<file path="config.mk">
export PLATFORM = sky130hd
export DESIGN_NAME = alu_pipe
export DESIGN_NICKNAME = d
export VERILOG_FILES = /design/src/rtl/alu_pipe_pkg.sv /design/src/rtl/alu_pipe_core.sv /design/src/rtl/alu_pipe.sv
export SDC_FILE = /design/constraint.sdc
export NUM_CORES = 1
export LEC_CHECK = 0
export ABC_CLOCK_PERIOD_IN_PS = 2200
export CORE_MARGIN = 1
export CORE_UTILIZATION = 30
export CTS_BUF_LIST = sky130_fd_sc_hd__clkbuf_4
export CTS_CLUSTER_SIZE = 28
export DETAILED_ROUTE_END_ITERATION = 12
export GPL_TIMING_DRIVEN = 0
export PLACE_DENSITY = 0.54
export SLEW_MARGIN = 20
export SYNTH_ARGS = -nofsm -noshare
export SYNTH_HDL_FRONTEND = slang
export SYNTH_SLANG_ARGS = --single-unit
export TNS_END_PERCENT = 1
</file>
<file path="constraint.sdc">
create_clock -name Clk -period 2.2 [get_ports Clk]
set_input_delay 0.44 -clock Clk [delete_from_list [all_inputs] [get_ports Clk]]
set_output_delay 0.44 -clock Clk [all_outputs]
set_load 0.02 [all_outputs]
</file>
<file path="src/rtl/alu_pipe_pkg.sv">
// rtl/alu_pipe_pkg.sv - opcode mnemonics and FSM state type for the pipelined ALU
package alu_pipe_pkg;

  typedef enum logic [2:0] {
    XOR   = 3'b000,
    RXOR  = 3'b001,
    OR    = 3'b010,
    EQ    = 3'b011,
    AND   = 3'b100,
    PASS  = 3'b101,
    SHIFT = 3'b110,
    ADD   = 3'b111
  } op_mne;

  // state names carry an S_ prefix so they do not collide with the SHIFT opcode
  typedef enum logic [1:0] {
    S_IDLE,
    S_SHIFT,
    S_DONE
  } alu_state_t;

endpackage

</file>
<file path="src/rtl/alu_pipe_core.sv">
// rtl/alu_pipe_core.sv - combinational single-cycle ALU results plus one-position shift step
module alu_pipe_core
  import alu_pipe_pkg::*;
#(
  parameter int WIDTH = 8
) (
  input  op_mne            op,
  input  logic [WIDTH-1:0] a,
  input  logic [WIDTH-1:0] b,
  input  logic [WIDTH-1:0] work,
  input  logic             dir,
  output logic [WIDTH-1:0] result,
  output logic             carry,
  output logic [WIDTH-1:0] step
);

  logic [WIDTH:0] sum;

  always_comb begin
    sum    = {1'b0, a} + {1'b0, b};
    result = '0;
    carry  = 1'b0;
    unique case (op)
      XOR:  result = a ^ b;
      RXOR: result[0] = ^a;
      OR:   result = a | b;
      EQ:   result[0] = (a == b);
      AND:  result = a & b;
      // a shift by zero completes immediately as a pass-through
      PASS, SHIFT: result = a;
      ADD: begin
        result = sum[WIDTH-1:0];
        carry  = sum[WIDTH];
      end
      default: result = '0;
    endcase
  end

  assign step = dir ? {1'b0, work[WIDTH-1:1]} : {work[WIDTH-2:0], 1'b0};

endmodule

</file>
<file path="src/rtl/alu_pipe.sv">
// rtl/alu_pipe.sv - handshaked ALU with registered results and an iterative bit-serial shifter
module alu_pipe
  import alu_pipe_pkg::*;
#(
  parameter  int WIDTH = 8,
  localparam int SHW   = $clog2(WIDTH)
) (
  input  logic             Clk,
  input  logic             Reset,
  input  logic             InValid,
  output logic             InReady,
  input  logic [WIDTH-1:0] InputA,
  input  logic [WIDTH-1:0] InputB,
  input  logic [SHW:0]     Shmt,
  input  logic [2:0]       OP,
  output logic             OutValid,
  input  logic             OutReady,
  output logic [WIDTH-1:0] Out,
  output logic             Zero,
  output logic             Carry
);

  alu_state_t       state, state_nxt;
  op_mne            op;
  logic [WIDTH-1:0] work;
  logic [SHW-1:0]   cnt;
  logic             dir;
  logic [WIDTH-1:0] core_result, core_step;
  logic             core_carry;
  logic             accept, shift_start, last_step;

  assign op          = op_mne'(OP);
  assign InReady     = (state == S_IDLE) || (state == S_DONE && OutReady);
  assign accept      = InValid && InReady;
  assign shift_start = accept && (op == SHIFT) && (Shmt[SHW-1:0] != '0);
  assign last_step   = (state == S_SHIFT) && (cnt == SHW'(1));
  assign OutValid    = (state == S_DONE);

  alu_pipe_core #(.WIDTH(WIDTH)) u_core (
    .op     (op),
    .a      (InputA),
    .b      (InputB),
    .work   (work),
    .dir    (dir),
    .result (core_result),
    .carry  (core_carry),
    .step   (core_step)
  );

  always_comb begin
    state_nxt = state;
    if (accept) begin
      state_nxt = shift_start ? S_SHIFT : S_DONE;
    end else begin
      unique case (state)
        S_IDLE:  state_nxt = S_IDLE;
        S_SHIFT: if (last_step) state_nxt = S_DONE;
        S_DONE:  if (OutReady) state_nxt = S_IDLE;
        default: state_nxt = S_IDLE;
      endcase
    end
  end

  always_ff @(posedge Clk) begin
    if (Reset) begin
      state <= S_IDLE;
      Out   <= '0;
      Zero  <= 1'b1;
      Carry <= 1'b0;
      work  <= '0;
      cnt   <= '0;
      dir   <= 1'b0;
    end else begin
      state <= state_nxt;
      if (shift_start) begin
        work <= InputA;
        cnt  <= Shmt[SHW-1:0];
        dir  <= Shmt[SHW];
      end else if (accept) begin
        Out   <= core_result;
        Zero  <= (core_result == '0);
        Carry <= core_carry;
      end else if (state == S_SHIFT) begin
        work <= core_step;
        cnt  <= cnt - SHW'(1);
        // the final step lands straight in Out so OutValid rises with the DONE state
        if (last_step) begin
          Out   <= core_step;
          Zero  <= (core_step == '0);
          Carry <= 1'b0;
        end
      end
    end
  end

endmodule

</file>
==> metrics.cfg, run 1 <==
[yosys]
yosys.area.top_type = dfxtp_1
async_flop_share = 0
synth_top_area_frac = 0.217
synth_nets = 343
synth_compound_area_frac = 0.282
synth_area_sq_um = 2220
synth_area_per_cell_sq_um = 7.46
synth-xor-area-share = 0.0474
ys_seq_elements = 24
ys.flop_type = dfxtp_1
synthMuxAreaShare = 0.0316
synthSimpleGateAreaFrac = 0.228
yosys_warnings = 0
synth_cell_type_count = 52
synth_top_family_by_area = compound AO/OA/AOI/OAI gates
ys_seq_area_frac = 0.217
synthTopCellsByArea = dfxtp_1 22%, ha_1 10%, nand2_1 6.3%, a21oi_1 5.9%, o211ai_1 5.1%
synthAdderAreaFrac = 0.111
synth_edf_count = 0
synthCells = 297

[sta]
timing.final.crit_share = 1.00
worst_slack_ns = -0.000968
skew_ns = 0.00190
worstMarginPinSlew_ns = 0.701
final-setup-viol-count = 1
tns_ns = -0.000968
hold_viol = 0
max_freq_mhz = 454
hold_slack_ns = 0.413
fin_crit_ns = 2.20
rsz0062_at_grt = yes
slew_viol_final = 0
relSlewSlack = 0.532

[floorplanning]
core.rowCount = 30
ios = 39
die_w_microns = 87.9
die_h_microns = 87.9
start_util = 0.317
die-area_sq_um = 7730
core_area_sq_um = 6980

[setup_path]
reg2reg_slack_ns = 0.35
timing.rr.start = state[0]
path_max_fanout = 6
cp.required_ns = 2.44
cp-end-kind = register
cpPeakStageDelay_ns = 0.35
worstPathCellList = buf_8 -> ha_4 -> inv_1 -> fa_2 -> nand2b_4 -> a41o_1 -> a221o_1 -> a211oi_2 -> nand4b_1 -> o41ai_2
reg2reg_depth = 6
start_kind = input pin
critPathTopFamily = compound AO/OA/AOI/OAI gates
r2r-end = Out[7]
cpMaxStageDelayCell = fa_2
worstPathArrival_ns = 2.44
crit_type = in2reg
path_buf_inv = 2

[place]
hpwl_mm = 5.27
port_buffers = 37
placed_area_sq_um = 2730
dp_worst_setup_slack_ns = -0.927
placedCellCount = 430
gp_congestion = 0.832

[clock_network]
clk_latency_ns = 0.31
ctsLongestPathBuffers = 2
cts_tree = yes
path_clk_slew_ns = 0.13
numCtsBuffers = 3
cts_root_buf = clkbuf_4
clock_sinks = 24
h-tree-depth = 1

[run_status]
violations = setup timing
outcome = finished with violations

[global_route]
grt_pass1_vias = 2070
grt_pass1_wl_mm = 10.8
grt_max_degree = 13
gr-total-overflow = 0
grt_usage = 0.182
antenna_found_initial = 0

[drt]
vias = 2332
first_pass_iters = 5
drt_iter0_drc = 130
routed_wl_mm = 6.94
ant_nets = 0
detail_route.wl_per_cell_microns = 15.9
routed_via_density = 5.34
drc = 0

[finish]
n_antenna_cell = 0
fin_area_sq_um = 2910
area_growth_pct = 31.4
layout-drive-gt1-share = 0.132
layout.nets = 389
final_cells = 437
n_fill_cell = 760

[power_and_ir_drop]
power_density_nw_per_um2 = 418
switching_share = 0.366
p_sw_uw = 445
p_seq_frac = 0.395
peakVddDrop_mv = 0.221
leakage_nw = 1.14
power.internal_uw = 771
clkPwrFrac = 0.164
combinationalPowerShare = 0.441

[job]
maxCapViolCount = 0

[min_path]
hp-start = InputA[1]
hold_class = in2reg
holdPathStages = 3
worst_hold_path.endpoint = work[1]

## layout make-up
cell class	instances	area, sq um	share of cell area
Timing Repair Buffer	43	408	0.140
Buffer	15	90.1	0.0309
Multi-Input combinational cell	230	1690	0.581
Clock buffer	3	22.5	0.00774
Tap cell	96	120	0.0413
Inverter	26	97.6	0.0335
Sequential cell	24	480	0.165
## worst max path at each step
stage	start	cells past startpoint	end
global route	InputA[0]	10	Zero
detailed placement	InputA[0]	10	Zero
finish	InputA[0]	10	Zero
CTS	InputA[0]	10	Zero
floorplan	InputA[0]	9	Zero
global placement	InputA[0]	10	Zero
## worst reg2reg max path: stages (launching register included)
cell and delay, ns:
dfxtp_1 0.37, nor2b_1 0.18, nand2_1 0.13, o22ai_1 0.58, o21ai_0 0.22, a21oi_1 0.18, nor3_1 0.07
## what timing repair did
action / 4_1_cts / 5_1_grt
buffers inserted: 3 / 3
endpoints found under the hold margin: 0 / 0
pin swaps: 10 / 11
gates cloned: 0 / 0
endpoints found under the setup margin: 11 / 16
resized for setup: 46 / 17
hold buffers: 0 / 0
## cell usage in the layout (no fill, tap or decap), drive strengths merged, types with 2 or more instances in the layout
master         instances
ha                    18
o21ai                  6
dfxtp                 24
nand2b                10
a21oi                 26
o21bai                 2
buf                   17
nor2                  18
dlygate4sd2            9
a211oi                10
nor2b                  8
a211o                  3
clkdlybuf4s50         22
nand2                 37
and3                   5
a41o                   2
o211ai                15
a22oi                  2
o31ai                  2
a221oi                 2
clkbuf                10
o22ai                  2
xor2                   3
nor4                   3
a221o                  3
and2                   5
mux2i                  7
xnor2                  9
inv                   26
nor3                   8
nand3                  3
dlymetal6s2s           2
nand4                  2
## cells in the mapped netlist, drive strengths merged (2+ instances only)
library cell,n
nor2,18
and2,5
a22oi,2
nor2b,8
nor4,3
and3,5
a21oi,26
o21bai,2
a41o,2
o22ai,2
inv,26
nor3,8
a221o,3
xnor2,9
nand3,3
ha,18
nand4,2
xor2,3
mux2i,7
o31ai,2
o211ai,15
a211o,3
a221oi,2
a211oi,10
clkbuf,8
o21ai,6
nand2,37
dfxtp,24
buf,9
nand2b,10
## power groups by stage
stage	clock network (mW)	logic [mW]	registers, mW
floorplan	0	0.294	0.501
global placement	0	0.484	0.490
detailed placement	0	0.483	0.490
CTS	0.206	0.506	0.481
global route	0.220	0.584	0.484
finish	0.200	0.536	0.481
## state kept, by name, indices dropped and copies added, names as in the netlist
signal  flops
Carry       1
Out         8
Zero        1
cnt         3
dir         1
state       2
work        8
## through the flow
stage	util	total power, mW
after global placement	0.390	0.974
final	0.417	1.22
after floorplan	-	0.796
after CTS	0.405	1.19
after global routing	0.417	1.29
after detailed placement	0.390	0.973
## cell families after synthesis
logic type	count (synthesis)
XOR/XNOR	12
AND/OR/NAND/NOR	104
flip-flops	24
adder cells (fa/ha/maj)	19
multiplexers	7
AO/OA/AOI/OAI	88
buffers and inverters	43
## metal layers
layer | vias to the layer above | track usage | share of wire
met1 | 1093 | 0.274 | 0.49
met5 | - | 0 | 0
met3 | 9 | 0.0254 | 0.047
met2 | 75 | 0.285 | 0.46
li1 | 1155 | - | -
met4 | 0 | 0.00894 | 0.0076
No activity file was read; power rests on OpenSTA's default activity.
==> inputs of run 2 (changes only) <==
Settings changed: CORE_ASPECT_RATIO set to 0.75.
==> metrics.cfg, run 2 (same netlist as run 1, synthesis figures left out) <==
[min_path]
worst_hold_path.endpoint = work[1]
hp-start = InputA[1]
holdPathStages = 3  ; unchanged
hold_class = in2reg

[clock_network]
h-tree-depth = 1  ; unchanged
path_clk_slew_ns = 0.14  ; about the same
hold_buffers = 0  ; unchanged
ctsLongestPathBuffers = 2  ; unchanged
numCtsBuffers = 3  ; unchanged
clk_latency_ns = 0.33  ; +0.02 ns
cts_root_buf = clkbuf_4
cts_tree = yes
clock_sinks = 24  ; unchanged

[place]
dp_worst_setup_slack_ns = -0.952  ; -0.0251 ns
port_buffers = 37  ; unchanged
gp_congestion = 0.882  ; +6.1%
placedCellCount = 432  ; +0.47%
hpwl_mm = 5.47  ; +3.7%

[drt]
ant_nets = 0  ; unchanged
routed_wl_mm = 7.04  ; +1.4%
detail_route.wl_per_cell_microns = 16.0  ; +0.48%
routed_via_density = 5.32  ; -0.35%
first_pass_iters = 4  ; -1
drc = 0  ; unchanged
vias = 2345  ; +0.56%
drt_iter0_drc = 120  ; -7.7%

[finish]
multi_input_area_sq_um = 1690  ; -0.22%
final_cells = 441  ; +0.92%
top_regs = Out: 8 flops, work: 8 flops, cnt: 3 flops
n_fill_cell = 738  ; -2.9%
final_common_cell = nand2_1
n_antenna_cell = 0  ; unchanged
layout.nets = 390  ; +0.26%
layout-drive-gt1-share = 0.134  ; +0.00215
final-seq-area_sq_um = 480  ; unchanged
area_growth_pct = 32.2
final_cell_mix = 37 x nand2_1, 25 x a21oi_1, 24 x dfxtp_1

[global_route]
grt_max_degree = 14  ; +1
grt_pass1_wl_mm = 11.3  ; +4.6%
gr-total-overflow = 0  ; unchanged
antenna_found_initial = 0  ; unchanged
grt_pass1_vias = 2097  ; +1.3%
grt_usage = 0.187  ; +0.00532

[setup_path]
reg2reg_depth = 6  ; unchanged
cp-end-kind = register
path_max_fanout = 5  ; -1
path_buf_inv = 3  ; +1
critPathTopFamily = buffers and inverters
timing.rr.start = state[0]
worstPathCellList = clkdlybuf4s50_1 -> inv_1 -> ha_4 -> o21ai_0 -> nor2_1 -> mux2i_1 -> nand3_1 -> buf_4 -> o41ai_2
r2r-end = Zero
cpMaxStageDelayCell = clkdlybuf4s50_1
crit_type = in2reg
worstPathArrival_ns = 2.44  ; about the same
cpPeakStageDelay_ns = 0.48  ; +0.13 ns
start_kind = input pin
cp.required_ns = 2.43  ; about the same
reg2reg_slack_ns = 0.24  ; -0.11 ns

[power_and_ir_drop]
peakVddDrop_mv = 0.184  ; -17%
leakage_nw = 1.15  ; +0.81%
switching_share = 0.369  ; +0.00247
p_sw_uw = 453  ; +1.8%
finalPower_mw = 1.23  ; +1.1%
clkPwrFrac = 0.168  ; +0.004
power.internal_uw = 777  ; +0.71%
combinationalPowerShare = 0.442  ; about the same
p_seq_frac = 0.390  ; -0.005
power_density_nw_per_um2 = 420  ; +0.46%

[floorplanning]
die-area_sq_um = 7740  ; about the same
die_w_microns = 101  ; +15%
core_area_sq_um = 6960  ; -0.29%
die_h_microns = 76.4  ; -13%
start_util = 0.318  ; +0.000913
ios = 39  ; unchanged
core.rowCount = 26  ; -13%

[sta]
worstMarginPinSlew_ns = 0.726  ; +0.0244 ns
skew_ns = 0.0154  ; +0.0135 ns
timing.final.crit_share = 1.01  ; +0.00586
max_freq_mhz = 452  ; -0.58%
relSlewSlack = 0.516  ; -0.0162
hold_slack_ns = 0.400  ; -0.0126 ns
fin_crit_ns = 2.21  ; +0.0129 ns
final-setup-viol-count = 1  ; unchanged
hold_viol = 0  ; unchanged
rsz0062_at_grt = yes
slew_viol_final = 0  ; unchanged
worst_slack_ns = -0.0139  ; -0.0129 ns

[job]
maxCapViolCount = 0  ; unchanged

[run_status]
outcome = finished with violations
violations = setup timing

run 2: changes by cell type in the layout (fill, tap and decap cells not counted), sizes merged:
cell / before / now
clkbuf: 10 / 11
buf: 17 / 18
clkinv: 0 / 1
dlymetal6s2s: 2 / 1
run 2: power groups by stage:
stage               sequential, mW  clock (mW)  combinational (mW)
CTS                          0.480       0.210               0.518
global route                 0.484       0.236               0.590
finish                       0.480       0.206               0.544
detailed placement           0.489           0               0.487
floorplan                    0.501           0               0.294
global placement             0.489           0               0.488
run 2: repair_timing:
action	in CTS	in global routing
setup endpoints to repair	14	10
pin swaps	9	7
buffers inserted	4	2
gates resized for setup	55	12
run 2: tightest hold or removal path, cell delays in order:
cell     delay [ns]
buf_4          0.15
nand2_1        0.06
a21oi_1        0.05
run 2: how the worst max path moves through the flow:
stage               startpoint    to  slack, ns  cells past startpoint
floorplan            InputA[0]  Zero      -0.06                      9
global placement     InputA[0]  Zero      -0.92                     10
detailed placement   InputA[0]  Zero      -0.95                     10
CTS                  InputB[0]  Zero      -0.05                     10
global route         InputB[1]  Zero      -0.06                     10
finish               InputB[3]  Zero      -0.01                      9
run 2: through the flow:
step                      TNS, ns  instance area, sq um  utilization
final                     -0.0139                  2930        0.421
after global routing       -0.112                  2930        0.421
after CTS                 -0.0756                  2870        0.412
after detailed placement   -11.13                  2730        0.392
after global placement     -11.24                  2730        0.392
after floorplan           -0.0616                  2230            -
run 2: cell type report:
class	instances	share of cell area
Timing Repair Buffer	43	0.141
Multi-Input combinational cell	230	0.576
Tap cell	98	0.0418
Inverter	26	0.0333
Clock inverter	1	0.00128
Buffer	16	0.0342
Sequential cell	24	0.164
Clock buffer	3	0.00769
run 2: layer usage:
metal / part of all wire / vias up / track usage / wire [microns]
met2: 0.40 / 82 / 0.252 / 2810
li1: - / 1152 / - / -
met5: 0 / - / 0 / 0
met1: 0.53 / 1104 / 0.307 / 3700
met3: 0.068 / 7 / 0.0330 / 482
met4: 0.0063 / 0 / 0.0159 / 44
